--- config.mk ---
export PLATFORM = sky130hd
export DESIGN_NAME = mhp_tx_buffer
export DESIGN_NICKNAME = d
export VERILOG_FILES = /design/src/rtl/mhp_tx_buffer.sv
export SDC_FILE = /design/constraint.sdc
export NUM_CORES = 1
export LEC_CHECK = 0
export BUFFER_PORTS_ARGS = -buffer_cell sky130_fd_sc_hd__buf_2
export CELL_PAD_IN_SITES_DETAIL_PLACEMENT = 0
export CELL_PAD_IN_SITES_GLOBAL_PLACEMENT = 2
export CORE_MARGIN = 4
export CORE_UTILIZATION = 47
export CTS_CLUSTER_DIAMETER = 100
export CTS_CLUSTER_SIZE = 20
export DETAILED_ROUTE_END_ITERATION = 12
export PLACE_DENSITY = 0.87
export SKIP_CTS_REPAIR_TIMING = 1
export SLEW_MARGIN = 40
export SYNTH_ARGS = -nofsm -noshare
export SYNTH_HDL_FRONTEND = slang
export SYNTH_SLANG_ARGS = --single-unit
--- constraint.sdc ---
create_clock -name clk -period 6.7 [get_ports clk]
set_clock_uncertainty 0.05 [all_clocks]
set_input_delay 1.005 -clock clk [delete_from_list [all_inputs] [get_ports clk]]
set_output_delay 1.005 -clock clk [all_outputs]
set_load 0.005 [all_outputs]
--- src/rtl/mhp_tx_buffer.sv ---
// Store-and-forward frame buffer between the MHP frame assembler and the link transmitter.
// Frames are released only once complete; frames that overflow the buffer or exceed MAX_FRAME are dropped whole.
module mhp_tx_buffer #(
  parameter int DEPTH_LOG2 = 7,
  parameter int MAX_FRAME  = 51
) (
  input  logic                  clk,
  input  logic                  rst,
  input  logic [7:0]            i_wdata,
  input  logic                  i_wvalid,
  input  logic                  i_done,
  output logic [7:0]            o_tdata,
  output logic                  o_tvalid,
  input  logic                  i_tready,
  output logic                  o_tlast,
  output logic [DEPTH_LOG2:0]   o_frames,
  output logic                  o_drop
);

  localparam int DEPTH = 1 << DEPTH_LOG2;
  localparam int CW    = $clog2(MAX_FRAME + 1);
  localparam logic [CW-1:0] MAX_CNT = CW'(MAX_FRAME);

  typedef enum logic [1:0] {
    WR_IDLE,
    WR_FILL,
    WR_DISCARD
  } wr_state_e;

  logic [8:0]            mem_q [DEPTH];
  wr_state_e             state_q, state_d;
  logic [DEPTH_LOG2-1:0] wr_ptr_q, wr_ptr_d;
  logic [DEPTH_LOG2-1:0] wr_commit_q, wr_commit_d;
  logic [DEPTH_LOG2-1:0] rd_ptr_q, rd_ptr_d;
  logic [CW-1:0]         cnt_q, cnt_d;
  logic                  drop_q, drop_d;
  logic [7:0]            tdata_q, tdata_d;
  logic                  tlast_q, tlast_d;
  logic                  tvalid_q, tvalid_d;
  logic [DEPTH_LOG2:0]   frames_q, frames_d;

  logic [DEPTH_LOG2-1:0] wr_ptr_inc;
  logic                  full;
  logic                  mem_we;
  logic                  commit;
  logic                  pop_last;
  logic                  avail;
  logic                  load;
  logic [8:0]            rd_entry;

  // Write side: full is judged on pre-edge pointers, so a same-cycle freeing read does not help.
  always_comb begin
    state_d     = state_q;
    wr_ptr_d    = wr_ptr_q;
    wr_commit_d = wr_commit_q;
    cnt_d       = cnt_q;
    drop_d      = 1'b0;
    mem_we      = 1'b0;
    commit      = 1'b0;
    wr_ptr_inc  = wr_ptr_q + 1'b1;
    full        = (wr_ptr_inc == rd_ptr_q);
    case (state_q)
      WR_IDLE, WR_FILL: begin
        if (i_wvalid) begin
          if (!full && (cnt_q < MAX_CNT)) begin
            mem_we   = 1'b1;
            wr_ptr_d = wr_ptr_inc;
            cnt_d    = cnt_q + 1'b1;
            state_d  = WR_FILL;
            if (i_done) begin
              wr_commit_d = wr_ptr_inc;
              cnt_d       = '0;
              commit      = 1'b1;
              state_d     = WR_IDLE;
            end
          end else begin
            wr_ptr_d = wr_commit_q;
            if (i_done) begin
              drop_d  = 1'b1;
              cnt_d   = '0;
              state_d = WR_IDLE;
            end else begin
              state_d = WR_DISCARD;
            end
          end
        end
      end
      WR_DISCARD: begin
        if (i_wvalid && i_done) begin
          drop_d   = 1'b1;
          cnt_d    = '0;
          wr_ptr_d = wr_commit_q;
          state_d  = WR_IDLE;
        end
      end
      default: state_d = WR_IDLE;
    endcase
  end

  always_ff @(posedge clk) begin
    if (mem_we) begin
      mem_q[wr_ptr_q] <= {i_done, i_wdata};
    end
  end

  // Read side: only entries behind wr_commit are ever presented.
  always_comb begin
    rd_entry = mem_q[rd_ptr_q];
    avail    = (rd_ptr_q != wr_commit_q);
    load     = avail && (!tvalid_q || i_tready);
    pop_last = tvalid_q && i_tready && tlast_q;
    rd_ptr_d = rd_ptr_q;
    tdata_d  = tdata_q;
    tlast_d  = tlast_q;
    tvalid_d = tvalid_q;
    if (load) begin
      tdata_d  = rd_entry[7:0];
      tlast_d  = rd_entry[8];
      tvalid_d = 1'b1;
      rd_ptr_d = rd_ptr_q + 1'b1;
    end else if (i_tready) begin
      tvalid_d = 1'b0;
    end
  end

  always_comb begin
    frames_d = frames_q;
    case ({commit, pop_last})
      2'b10:   frames_d = frames_q + 1'b1;
      2'b01:   frames_d = frames_q - 1'b1;
      default: frames_d = frames_q;
    endcase
  end

  always_ff @(posedge clk) begin
    if (rst) begin
      state_q     <= WR_IDLE;
      wr_ptr_q    <= '0;
      wr_commit_q <= '0;
      rd_ptr_q    <= '0;
      cnt_q       <= '0;
      drop_q      <= 1'b0;
      tdata_q     <= '0;
      tlast_q     <= 1'b0;
      tvalid_q    <= 1'b0;
      frames_q    <= '0;
    end else begin
      state_q     <= state_d;
      wr_ptr_q    <= wr_ptr_d;
      wr_commit_q <= wr_commit_d;
      rd_ptr_q    <= rd_ptr_d;
      cnt_q       <= cnt_d;
      drop_q      <= drop_d;
      tdata_q     <= tdata_d;
      tlast_q     <= tlast_d;
      tvalid_q    <= tvalid_d;
      frames_q    <= frames_d;
    end
  end

  assign o_tdata  = tdata_q;
  assign o_tlast  = tlast_q;
  assign o_tvalid = tvalid_q;
  assign o_frames = frames_q;
  assign o_drop   = drop_q;

endmodule

Word-level counts from Yosys, hierarchy flattened
Memory sizes are Yosys's and may differ from the RTL's. A register that Yosys moved wholly into a read port is not among the register bits.
Cells that the tools add are included.
Cells by class
  add/subtract/negate cells: 5
  order comparisons: 1
  equality and inequality tests: 9
  mux-type cells: 32
  reduce and logical (&&, ||, !) cells: 17
Operators by type and width (count)
  6-bit 2-to-1 mux: 5
  7-bit 2-to-1 mux: 3
  8-bit case mux with 2 select lines: 1
  1-bit 2-to-1 mux: 15
  7-bit by 1-bit adder with 7-bit output (second input constant): 2
  7-bit case mux with 2 select lines: 1
  6-bit case mux with 2 select lines: 1
  8-bit by 1-bit adder with 8-bit output (second input constant): 1
  2-bit 2-to-1 mux: 4
  4-bit AND reduction: 2
  8-bit by 1-bit subtractor with 8-bit output (second input constant): 1
  7-bit == test: 1
  7-bit != test: 1
  6-bit by 1-bit adder with 6-bit output (second input constant): 1
  6-bit < comparator (second input constant): 1
  2-bit nonzero test: 3
  1-bit logical AND: 5
  2-bit by 1-bit == test with 1-bit output (second input constant): 2
  2-bit == test (second input constant): 2
  2-bit != test (second input constant): 2
  2-bit case mux with 2 select lines: 1
  3-bit != test (second input constant): 1
  3-bit AND reduction: 1
  1-bit logical NOT: 2
  other kinds (5): 5
Word-level totals
  register bits: 39
  memory bits (writable): 1152
  word-level logic and storage cells: 73
  memories: 1
Memory list
  mem_q: depth 128, width 9, rd ports 1, clocked after Yosys merged registers in 1, wr ports 1, RTL line 30  | logic [8:0] mem_q [DEPTH];

Logic depth before layout (Yosys ltp)
  word-level depth: 9
  mapped depth: 18
  gate-level depth less buffers: 16

Worst setup path before layout
No wires, ideal clock.
  path type: in2reg
  start point: in i_done
  end point: reg frames_q[6] (netlist: o_frames[6])
  data arrival time: 4.147 ns
  data required time: 6.580 ns
  setup slack: 2.433 ns
  stages: 16
  cell sequence: nor2b_1 -> o21ai_0 -> clkbuf_1 -> nor2_1 -> nand2_1 -> ha_1 -> clkbuf_1 -> buf_1 -> xor2_1 -> ha_1 -> a21oi_1 -> o21ai_0 -> a211o_1 -> o211a_1 -> or3_1 -> a21oi_1
On the way
  word-level cells in the longest chain between the ends: 6
RTL lines
  from (decl): RTL line 11  | input logic i_done,
  1-bit 2-to-1 mux (*): RTL line 70  | if (i_done) begin
  1-bit 2-to-1 mux (*): RTL line 65  | if (!full && (cnt_q < MAX_CNT)) begin
  1-bit 2-to-1 mux (*): RTL line 64  | if (i_wvalid) begin
  1-bit 2-to-1 mux (*): RTL line 62  | case (state_q)
  2-bit by 1-bit == test with 1-bit output or 2-bit == test (tied branches): RTL line 128  | case ({commit, pop_last})
  8-bit case mux with 2 select lines or 2-bit nonzero test (tied branches)
  to (signal assigned): RTL line 157  | frames_q <= frames_d;
  to (decl): RTL line 40  | logic [DEPTH_LOG2:0] frames_q, frames_d;
Mark *: on every way between the ends. The rest lies on a longest branch, timed or not.
A chain may end at the register's enable or synchronous reset.

Worst setup path in the final report
  start point: reg wr_ptr_q[0]
  end point: reg frames_q[6] (netlist: o_frames[6])
On the way
  word-level cells in the longest chain between the ends: 9
RTL lines
  from (decl): RTL line 32  | logic [DEPTH_LOG2-1:0] wr_ptr_q, wr_ptr_d;
  from (signal assigned): RTL line 149  | wr_ptr_q <= wr_ptr_d;
  7-bit by 1-bit adder with 7-bit output (*): RTL line 60  | wr_ptr_inc = wr_ptr_q + 1'b1;
  7-bit == test (*): RTL line 61  | full = (wr_ptr_inc == rd_ptr_q);
  1-bit logical NOT (*): RTL line 65
  1-bit logical AND (*): RTL line 65
  1-bit 2-to-1 mux (*): RTL line 65
  1-bit 2-to-1 mux (*): RTL line 64
  1-bit 2-to-1 mux (*): RTL line 62
  2-bit by 1-bit == test with 1-bit output or 2-bit == test (tied branches): RTL line 128
  8-bit case mux with 2 select lines or 2-bit nonzero test (tied branches)
Marks and branches as above.

==> metrics.cfg <==
[critical_path]
worstReg2RegEnd=o_frames[6]
cpMaxStageDelayCell=dfxtp_1
r2r_slack_ns=1.68
crit_path_end_kind=register
r2r-start=wr_ptr_q[0]
cp_max_fo=23
worst-path-buf-inv=0
slowest_delay_ns=0.58
worstSetupStartpointType=register
startpoint=wr_ptr_q[0]
crit_cells=16
path_delay_family=compound AO/OA/AOI/OAI gates
r2r.worst_path.cells=16
worstSetupPathType=register to register
crit_chain=ha_1 > and3_1 > a31oi_1 > o22ai_1 > o21ai_2 > nor2_1 > nand2_1 > ha_1 > xor2_1 > ha_1 > a21oi_1 > o21ai_0 > a211o_1 > o211a_1 > or3_1 > a21oi_1
critPathRequiredTime_ns=7.22
crit_end=o_frames[6]
crit_top_cell=ha_1
arrival_ns=5.54

[clock_network]
clock_path_buffers=3
cts-buffers-inserted=69
insertion_delay_ns=0.64
cts_tree=yes
clock_sinks=1200
htreeDepth=3
cts.reportedPaths.clkPinSlew_ns=0.09
cts_root_buffer=clkbuf_16

[timing]
timing.final.crit_share_pct=74.9
max_freq_mhz=199
min_period_ns=5.02
setup_violations=0
hold_ws_ns=0.459
slew_viol_final=0
grt_setup_unrepaired=false
worst_pin_slew_ns=0.902
hold_violations=0
relSlewSlack_pct=39.7
tns_ns=0

[global_routing]
grt_pass1_wl_um=166000
grt_overflow=0
grt_max_degree=93
grt_pass1_vias=23900
groute.usage.overall_pct=21.0
antenna_found_initial=3

[logic_synthesis]
ys_seq_area_share_pct=74.7
netlist_instances=2451
synth_ff_type=edfxtp_1
synth_cell_types=73
synth_area_um2=47600
synthArstFlopShare_pct=0
synth_edf_count=1152
yosys_register_bits=1200
ys.warnings.count=0
syn_nets=2470
synth_area_per_cell_um2=19.4

[pwr]
comb_power_share_pct=26.4
leakagePower_nw=15.1
power_density_nw_per_um2=338
p_clk_share_pct=24.5
switchingPower_mw=5.38
p_int_mw=12.2
p_sw_share_pct=30.6
max-vdd-ir-drop_v=0.000277
power_frac_seq_pct=49.1

[worst_hold_path]
min_path_cells=2
hold_path.class=register to register

[finish]
stdcell_area_um2=52000
final_common_cell=edfxtp_1
nFillCells=7679
layout_common_cells=edfxtp_1 (1,152), mux4_2 (236), mux2i_1 (96), a22oi_1 (83), clkbuf_16 (71)
final_util_pct=51.8
fin_cells=3839
fin_nets=2455
layout-drive-gt1-share_pct=22.8
syn2layout_area_growth_pct=9.21

[detailed_routing]
wire_per_inst_um=29.4
drcViolationCount=0
route.antenna.remaining_nets=0
dr.pass1.iters=6
drtIter0Drc=3497
drt_wl_total_um=113000
vias=24100
routed_via_density=6.27

[floorplan]
core-area_um2=100000
rows=116
die_h_um=326
start_util_pct=47.4
io_pins=32
die_w_um=326
die_area_um2=106000

[outcome]
status=complete, no violations

[placement]
globalplace.congestion=0.830
place_area_um2=49800
placedCellCount=3720
hpwl_um=68000
portBuffers=31

[job]
max_cap_viol_count=0

## worst min path at each step
| stage | startpoint | endpoint | slack, ns |
|---|---|---|---|
| finish | wr_commit_q[1] | wr_commit_q[1] | 0.46 |
| global route | wr_commit_q[1] | wr_commit_q[1] | 0.50 |
| CTS | state_q[1] | state_q[0] | 0.46 |
| detailed placement | state_q[1] | state_q[0] | 0.45 |
| global placement | state_q[1] | state_q[0] | 0.42 |
| floorplan | o_tdata[6] | o_tdata[6] | 0.40 |
## cell families (layout without fill, tap and decap cells)
| kind of cell | count (synthesis) | in the layout | synth area share [%] |
|---|---|---|---|
| buffers and inverters | 177 | 206 | 2.00 |
| and+or+nand+nor | 364 | 364 | 3.87 |
| muxes | 366 | 366 | 14.0 |
| other | 0 | 2 | 0 |
| DFF | 1200 | 1200 | 74.7 |
| adders and majority gates | 6 | 6 | 0.158 |
| AOI/OAI and AO/OA | 307 | 307 | 4.65 |
| xor gates and xnor gates | 31 | 31 | 0.600 |
## sequential cells by signal, summed over array words and instances (netlist names)
| name | flops |
|---|---|
| wr_commit_q | 7 |
| o_tvalid | 1 |
| cnt_q | 6 |
| o_tdata | 8 |
| rd_ptr_q | 7 |
| state_q | 2 |
| mem_q | 1152 |
| o_frames | 8 |
| wr_ptr_q | 7 |
| o_tlast | 1 |
| o_drop | 1 |
## power groups by stage
| stage | combinational, mW | clock [mW] | sequential [mW] |
|---|---|---|---|
| after detailed placement | 4.58 | 0 | 8.79 |
| after CTS | 4.60 | 4.35 | 8.62 |
| after global routing | 4.86 | 4.66 | 8.64 |
| after floorplan | 3.10 | 0 | 8.61 |
| final | 4.64 | 4.31 | 8.62 |
| after global placement | 4.25 | 0 | 8.78 |
## Yosys cell counts, drive strengths merged (7+ instances only)
cell    instances  share of area [%]
buf            90                1.3
nand4           7              0.092
nor4           50               0.66
nand2b         24               0.32
a21oi          57               0.60
a31o           11               0.20
o221ai         19               0.35
or3            27               0.36
mux2           34               0.80
a31oi          22               0.29
xor2           14               0.26
a311oi          8               0.15
a221oi         18               0.34
nand2          60               0.47
mux4          236                 11
a22oi          83                1.3
nand3          36               0.38
nor2b           9               0.12
edfxtp       1152                 73
clkbuf         75               0.59
xnor2          16               0.29
a32o            8               0.17
dfxtp          48                2.0
o211ai         16               0.25
inv            12              0.095
nor2          114               0.90
o21ai          22               0.24
mux2i          96                2.0
## metrics by stage
step / power, mW / worst slack [ns]
final: 17.6 / 1.68
after global routing: 18.2 / 1.38
after CTS: 17.6 / 1.80
after detailed placement: 13.4 / 1.81
after global placement: 13.0 / 1.65
after floorplan: 11.7 / 2.43
## worst register-to-register path, delay by kind of cell, from the launching register on
kind                     cells  cell delay (ns)
AO/OA/AOI/OAI                8             1.69
AND/OR/NAND/NOR              4             1.29
adder cells (fa/ha/maj)      3             1.10
flip-flops                   1             0.58
XOR/XNOR                     1             0.25
## layout make-up
class	instances	area, µm²	share of cell area (%)
Sequential cell	1200	35600	68.4
Multi-Input combinational cell	1074	12000	23.0
Clock buffer	111	1930	3.71
Tap cell	1357	1700	3.27
Timing Repair Buffer	79	699	1.35
Clock inverter	4	50.0	0.0963
Inverter	12	45.0	0.0867
Antenna cell	2	5.00	0.00963
## metal layers
layer | GRT usage (%) | share of wire, %
met1 | 29.4 | 40
met2 | 34.3 | 49
met3 | 2.91 | 7.7
met4 | 6.73 | 3.0
met5 | 0 | 0
Note: power is estimated with default switching activity, not from simulation.
